## src/rtl/piso_tx_scheduler_pkg.sv

```systemverilog
// Shared definitions for the PISO transmit scheduler: FSM encodings,
// default build parameters and the counter-width helper.
package piso_tx_scheduler_pkg;

  typedef enum logic [1:0] {
    ST_IDLE  = 2'd0,
    ST_SHIFT = 2'd1,
    ST_HOLD  = 2'd2
  } state_e;

  localparam int DEF_W   = 32;
  localparam int DEF_GAP = 1;

  // The counter must hold both W-1 (bits left) and GAP-1 (idle cycles left).
  function automatic int cnt_width(input int w, input int gap);
    int m;
    m = (w > gap + 1) ? w : gap + 1;
    return (m <= 2) ? 1 : $clog2(m);
  endfunction

endpackage

```

## src/rtl/piso_tx_scheduler_shift_core.sv

```systemverilog
// W-bit parallel-in/serial-out register: synchronous load, MSB-first shift
// with zero fill. Serial output is always the register MSB.
module piso_shift_core #(
  parameter int W = 32
) (
  input  logic         C,
  input  logic         RN,
  input  logic         load,
  input  logic         shift_en,
  input  logic [W-1:0] pi,
  output logic         so
);

  logic [W-1:0] shreg_q;
  logic [W-1:0] shreg_d;

  // Next register value: load has priority over shift.
  always_comb begin
    shreg_d = shreg_q;
    if (load) begin
      shreg_d = pi;
    end else if (shift_en) begin
      shreg_d = {shreg_q[W-2:0], 1'b0};
    end
  end

  // Shift register state with synchronous active-low clear.
  always_ff @(posedge C) begin
    if (!RN) begin
      shreg_q <= '0;
    end else begin
      shreg_q <= shreg_d;
    end
  end

  assign so = shreg_q[W-1];

endmodule

```

## src/rtl/piso_tx_scheduler.sv

```systemverilog
// Round-robin scheduler sharing one PISO shifter between two word sources.
// Top level holds the FSM, bit/gap counter, round-robin pointer and RDY logic.
module piso_tx_scheduler
  import piso_tx_scheduler_pkg::*;
#(
  parameter int W   = DEF_W,
  parameter int GAP = DEF_GAP
) (
  input  logic         C,
  input  logic         RN,
  input  logic         REQ0_V,
  input  logic [W-1:0] REQ0_D,
  output logic         REQ0_RDY,
  input  logic         REQ1_V,
  input  logic [W-1:0] REQ1_D,
  output logic         REQ1_RDY,
  output logic         SO,
  output logic         SO_V,
  output logic         DONE,
  output logic         BUSY,
  output logic         GNT_ID
);

  localparam int CNT_W = cnt_width(W, GAP);
  localparam logic [CNT_W-1:0] CNT_FRAME = CNT_W'(W - 1);
  localparam logic [CNT_W-1:0] CNT_HOLD  = CNT_W'((GAP > 0) ? GAP - 1 : 0);

  state_e           state_q, state_d;
  logic [CNT_W-1:0] cnt_q, cnt_d;
  logic             rr_ptr_q, rr_ptr_d;
  logic             gnt_id_q, gnt_id_d;

  logic idle;
  logic rdy0;
  logic rdy1;
  logic accept;
  logic shift_en;
  logic core_so;

  // Arbitration: only in IDLE; a lone requester wins, a tie goes to rr_ptr.
  always_comb begin
    idle   = (state_q == ST_IDLE);
    rdy0   = idle && REQ0_V && (!REQ1_V || !rr_ptr_q);
    rdy1   = idle && REQ1_V && (!REQ0_V ||  rr_ptr_q);
    accept = rdy0 || rdy1;
  end

  // Next-state, counter, pointer and grant computation.
  always_comb begin
    state_d  = state_q;
    cnt_d    = cnt_q;
    rr_ptr_d = rr_ptr_q;
    gnt_id_d = gnt_id_q;
    shift_en = 1'b0;
    case (state_q)
      ST_IDLE: begin
        if (accept) begin
          rr_ptr_d = ~rdy1;
          gnt_id_d = rdy1;
          cnt_d    = CNT_FRAME;
          state_d  = ST_SHIFT;
        end
      end
      ST_SHIFT: begin
        shift_en = 1'b1;
        if (cnt_q == '0) begin
          if (GAP > 0) begin
            state_d = ST_HOLD;
            cnt_d   = CNT_HOLD;
          end else begin
            state_d = ST_IDLE;
          end
        end else begin
          cnt_d = cnt_q - 1'b1;
        end
      end
      ST_HOLD: begin
        if (cnt_q == '0) begin
          state_d = ST_IDLE;
        end else begin
          cnt_d = cnt_q - 1'b1;
        end
      end
      default: begin
        state_d = ST_IDLE;
        cnt_d   = '0;
      end
    endcase
  end

  // Sequencer state; reset aborts any frame in flight.
  always_ff @(posedge C) begin
    if (!RN) begin
      state_q  <= ST_IDLE;
      cnt_q    <= '0;
      rr_ptr_q <= 1'b0;
      gnt_id_q <= 1'b0;
    end else begin
      state_q  <= state_d;
      cnt_q    <= cnt_d;
      rr_ptr_q <= rr_ptr_d;
      gnt_id_q <= gnt_id_d;
    end
  end

  piso_shift_core #(.W(W)) u_core (
    .C        (C),
    .RN       (RN),
    .load     (accept),
    .shift_en (shift_en),
    .pi       (rdy1 ? REQ1_D : REQ0_D),
    .so       (core_so)
  );

  assign REQ0_RDY = rdy0;
  assign REQ1_RDY = rdy1;
  assign SO_V     = (state_q == ST_SHIFT);
  assign SO       = SO_V && core_so;
  assign DONE     = SO_V && (cnt_q == '0);
  assign BUSY     = !idle;
  assign GNT_ID   = gnt_id_q;

endmodule

```

## config.mk

```make
export PLATFORM = sky130hd
export DESIGN_NAME = piso_tx_scheduler
export DESIGN_NICKNAME = d
export VERILOG_FILES = /design/src/rtl/piso_tx_scheduler_pkg.sv /design/src/rtl/piso_tx_scheduler_shift_core.sv /design/src/rtl/piso_tx_scheduler.sv
export SDC_FILE = /design/constraint.sdc
export NUM_CORES = 1
export LEC_CHECK = 0
export CORE_MARGIN = 4
export CORE_UTILIZATION = 49
export CTS_CLUSTER_DIAMETER = 100
export CTS_CLUSTER_SIZE = 16
export DETAILED_ROUTE_END_ITERATION = 10
export PLACE_DENSITY = 0.81
export SLEW_MARGIN = 40
export SYNTH_ARGS = -nofsm -noshare
export SYNTH_HDL_FRONTEND = slang
export SYNTH_SLANG_ARGS = --single-unit
export TNS_END_PERCENT = 30
```

## constraint.sdc

```tcl
create_clock -name C -period 2.49 [get_ports C]
set_clock_uncertainty 0.2 [all_clocks]
set_input_delay 0.3735 -clock C [delete_from_list [all_inputs] [get_ports C]]
set_output_delay 0.3735 -clock C [all_outputs]
set_load 0.01 [all_outputs]
```

; Yosys cells after proc, flatten, opt, wreduce, memory -nomap -nowiden
; Cells that the tools add are included.
[word_totals]
ff_bits = 41
output_inout_bits = 7
[classes]
bitwise = 1
reduce_logical = 19
addsub = 1
n_eq_ne = 6
muxes = 12
[ops]
columns = operator, count
row1 = $mux W32, 3
row2 = $mux W5, 3
row3 = $pmux W5 S3, 1
row4 = $logic_and A1 B1 Y1, 6
row5 = $mux W2, 3
row6 = $pmux W2 S3, 1
row7 = $logic_not A5 Y1, 1
row8 = $sub A5 B1 Y5 const B, 1
row9 = $logic_not A1 Y1, 4
row10 = $ne A2 B1 Y1 const B, 2
row11 = $ne A2 B2 Y1 const B, 2
row12 = $reduce_and A2 Y1, 2
row13 = $logic_or A1 B1 Y1, 3
row14 = $reduce_and A3 Y1, 1
row15 = $eq A2 B1 Y1 const B, 1
row16 = $eq A2 B2 Y1 const B, 1
row17 = $logic_not A2 Y1, 1
row18 = $reduce_bool A2 Y1, 1
row19 = $mux W1, 1
row20 = $not A1 Y1, 1

; Depth between registers and ports, before layout
[depth]
depth_word = 6
mapped_depth = 6
mapped_depth_nobuf = 5

; Cells and area by module
; A second synthesis with hierarchy kept.
[unflattened]
hier_cells = 243
area_unflattened_um2 = 2651.3
[by_module_without_submodules]
columns = module, seq_area_each_um2, n_inst, area_each_um2, cells_per_inst
row1 = piso_shift_core, 640.6, 1, 1724.2, 141
row2 = piso_tx_scheduler, 180.2, 1, 927.1, 102

; Worst setup path after synthesis
; OpenSTA, ideal clock, no wires.
[synth_timing]
path_kind = register to output
startpoint = register cnt_q[0]
endpoint = output DONE
stages_incl_launch_ff = 7
t_arrival_ps = 1494
path_slack_ps = 423
path_cell_list = dfxtp_1 > inv_1 > ha_1 > or4b_4 > buf_6 > or2_1 > inv_1
[synth_via]
elab_chain_cells = 2
[synth_rtl]
columns = item, line
row1 = start: declaration, piso_tx_scheduler.sv:29  ; logic [CNT_W-1:0] cnt_q, cnt_d;
row2 = start signal: assignment, piso_tx_scheduler.sv:100  ; cnt_q <= cnt_d;
row3 = $logic_not A5 Y1, piso_tx_scheduler.sv:119  ; assign DONE = SO_V && (cnt_q == '0);
row4 = $logic_and A1 B1 Y1, piso_tx_scheduler.sv:119
row5 = end: declaration, piso_tx_scheduler.sv:19  ; output logic DONE,
; No other way between the ends.

; Final worst setup path
[layout_timing]
startpoint = input REQ1_V
endpoint = output REQ0_RDY
[layout_via]
elab_chain_cells = 3
[layout_rtl]
columns = item, line
row1 = start: declaration, piso_tx_scheduler.sv:14  ; input logic REQ1_V,
row2 = $logic_not A1 Y1, piso_tx_scheduler.sv:43  ; rdy0 = idle && REQ0_V && (!REQ1_V || !rr_ptr_q);
row3 = $logic_or A1 B1 Y1, piso_tx_scheduler.sv:43
row4 = $logic_and A1 B1 Y1, piso_tx_scheduler.sv:43
row5 = end: declaration, piso_tx_scheduler.sv:13  ; output logic REQ0_RDY,
; No other way between the ends.

==> results.json <==
{
  "hold_viol": 0,
  "start_kind": "input pin",
  "ys_warn_count": 0,
  "first_pass_iters": 5,
  "wl_per_cell_um": 17.4,
  "multi_input_area_mm2": 0.00171,
  "seq_area_frac_synth_pct": 29.2,
  "status": "finished clean",
  "ys_types": 48,
  "start_util_pct": 50.7,
  "fp.dieW_um": 83.7,
  "worst_pin_slew_ps": 653,
  "die_h_um": 83.7,
  "synthTopCellsByArea": "dfxtp_1, and2_1, nand4_1",
  "cts_made_buffers": 5,
  "setup_viol": 0,
  "diodes": 0,
  "regToRegSetupSlack_ps": 480,
  "root_buffer": "clkbuf_8",
  "min_period_over_period_pct": 96.4,
  "rsz0062_at_grt": "no",
  "clk_latency_ps": 290,
  "antenna_found_initial": 0,
  "holdCritPathClass": "flop to flop",
  "ys_ff_latch": 41,
  "power_mw": 1.98,
  "num_vias": 3049,
  "power_leakage_nw": 1.30,
  "hold_buffers": 0,
  "cts.clk_slew.worst_paths_ps": 80,
  "drive_above_1_share_pct": 8.95,
  "arrival_ps": 1830,
  "synth.cell_area_mm2": 0.00281,
  "track_usage_pct": 22.6,
  "clock_path_buffers": 2,
  "place_hpwl_mm": 5.24,
  "num_rows": 27,
  "grt_pass1_vias": 2851,
  "crit_start": "REQ1_V",
  "final-seq-area_um2": 823,
  "synth_nets": 409,
  "grt_pass1_wl_mm": 13.5,
  "r2r-start": "cnt_q[0]$_SDFFE_PN0P_",
  "powerDensity_mw_per_mm2": 549,
  "cts_htree_levels": 2,
  "crit_fanout": 3,
  "dieArea_mm2": 0.00701,
  "fin_crit_ps": 2400,
  "cp-endpoint": "REQ0_RDY",
  "setup_tns_ps": 0,
  "core_area_mm2": 0.00554,
  "slew_headroom_pct": 56.5,
  "drc": 0,
  "vias_per_cell": 6.59,
  "ios": 75,
  "n_fill_cell": 496,
  "yosysTopAreaCellShare_pct": 29.2,
  "layout.nets": 460,
  "drt_iter0_drc": 282,
  "r2r-end": "cnt_q[0]$_SDFFE_PN0P_",
  "portBuffers": 74,
  "ant_nets": 0,
  "synthToLayoutAreaGrowth_pct": 28.6,
  "yosysTopAreaCell": "dfxtp_1",
  "synth.avg_cell_area_um2": 8.26,
  "postCtsSetupRepairBufs": 0,
  "worst_ep_required_time_ps": 1920,
  "grt_max_degree": 65,
  "routed_wl_mm": 8.05,
  "grt_overflow": 0,
  "maxCapViolations": 0,
  "max_freq_mhz": 417,
  "hold_slack_ps": 346,
  "synth_cells": 340,
  "gp_congestion": 0.817,
  "irDropWorstVdd_mv": 0.296,
  "slew_viol_final": 0,
  "r2r_cells": 6,
  "tritoncts": "done",
  "crit_type": "input pin to output pin",
  "endpoint_kind": "output pin",
  "cts_sinks": 41
}
routing by layer:
| metal | share of wire (%) | GRT usage, % | up-vias | wire length [µm] |
|---|---|---|---|---|
| met3 | 10 | 4.84 | 7 | 823 |
| li1 | - | - | 1441 | - |
| met2 | 47 | 35.6 | 177 | 3750 |
| met5 | 0 | 0 | - | 0 |
| met4 | 0.77 | 6.29 | 0 | 62 |
| met1 | 42 | 31.1 | 1424 | 3410 |
synth_stat cells (all sizes together):
| cell | number |
|---|---|
| nor2 | 4 |
| buf | 17 |
| o2bb2ai | 1 |
| o211ai | 2 |
| a21oi | 6 |
| a22oi | 1 |
| o22ai | 2 |
| a211oi | 2 |
| and4 | 3 |
| a32oi | 1 |
| a2111oi | 1 |
| dfxtp | 41 |
| clkdlybuf4s15 | 1 |
| xor2 | 1 |
| nand3b | 1 |
| and2 | 58 |
| o31ai | 1 |
| maj3 | 1 |
| inv | 10 |
| or3 | 1 |
| nor2b | 1 |
| nor3b | 2 |
| or4b | 1 |
| clkbuf | 30 |
| nand4b | 1 |
| a21boi | 1 |
| o32a | 1 |
| nand2 | 4 |
| ha | 1 |
| a2111o | 1 |
| nand4 | 57 |
| o21a | 1 |
| or2 | 3 |
| o311a | 3 |
| a2bb2oi | 2 |
| a41oi | 1 |
| nor4 | 1 |
| o21bai | 3 |
| o21ba | 1 |
| nor3 | 7 |
| o221ai | 28 |
| a221oi | 28 |
| nand2b | 3 |
| and3 | 4 |
power breakdown:
| part | switching (mW) | internal (mW) | leakage (nW) |
|---|---|---|---|
| Combinational | 0.341 | 0.342 | 0.916 |
| Sequential | 0.0912 | 0.763 | 0.340 |
| Clock | 0.226 | 0.220 | 0.0443 |
| Total | 0.658 | 1.32 | 1.30 |
cell type report:
class / count / share of cell area, %
inverter: 10 / 1.04
timing repair buffer: 92 / 24.0
multi-input combinational: 241 / 47.3
tap: 72 / 2.49
sequential: 41 / 22.8
clock buffer: 7 / 2.39
logic make-up (layout without fill, tap and decap cells):
logic type	after synthesis	count (layout)	share of synthesized area [%]
flip-flops	41	41	29.2
AND/OR/NAND/NOR	151	151	33.4
XOR/XNOR	1	1	0.312
adder cells (fa/ha/maj)	2	2	0.802
AO/OA/AOI/OAI	87	87	26.0
buffers and inverters	58	109	10.3
worst max-delay path, cell delays in order:
cell	delay [ps]
clkdlybuf4s50_1	460
a211oi_1	290
and2_1	170
clkdlybuf4s50_1	530
state kept, by name (all words and copies together) (netlist names):
register,cells
rr_ptr_q,1
u_core.shreg_q,32
GNT_ID,1
state_q,2
cnt_q,5
placed cells by master, fill, tap and decap left out, types with 2 or more instances in the layout:
master	synthesis	layout
a211oi_1	2	2
a21oi_1	6	6
a221oi_1	28	28
a2bb2oi_1	2	2
and2_1	58	58
and3_1	4	4
and4_1	3	3
buf_4	2	18
clkbuf_8	2	6
clkdlybuf4s50_1	0	72
dfxtp_1	41	39
dfxtp_2	0	2
inv_1	10	9
nand2_1	4	4
nand2b_1	3	3
nand4_1	57	57
nor2_1	4	3
nor3_1	7	6
nor3b_1	2	2
o211ai_1	2	2
o21bai_1	3	3
o221ai_1	28	28
o22ai_1	2	2
o311a_1	3	3
or2_2	2	2
how the worst min path moves through the flow:
stage	from	to	slack [ps]	cells past startpoint
final	cnt_q[4]$_SDFFE_PN0P_	cnt_q[4]$_SDFFE_PN0P_	350	2
after detailed placement	cnt_q[4]$_SDFFE_PN0P_	cnt_q[4]$_SDFFE_PN0P_	340	2
after global placement	cnt_q[4]$_SDFFE_PN0P_	cnt_q[4]$_SDFFE_PN0P_	340	2
after global routing	cnt_q[4]$_SDFFE_PN0P_	cnt_q[4]$_SDFFE_PN0P_	410	2
after CTS	cnt_q[4]$_SDFFE_PN0P_	cnt_q[4]$_SDFFE_PN0P_	350	2
after floorplan	rr_ptr_q$_SDFFE_PN0P_	rr_ptr_q$_SDFFE_PN0P_	300	2
timing repair:
item,in CTS,in global routing
setup endpoints to repair,2,1
hold endpoints to repair,0,0
gates resized for setup,3,3
metrics by stage:
step	cell area (µm²)	instances	worst slack (ps)	util (%)
final	3610	463	90.2	65.2
after global routing	3610	463	31.4	65.2
after CTS	3620	463	7.25	65.3
after detailed placement	3530	456	-58.2	63.7
after global placement	3530	456	31.8	63.7
after floorplan	2810	340	423	-
No activity file was read; power rests on OpenSTA's default activity.
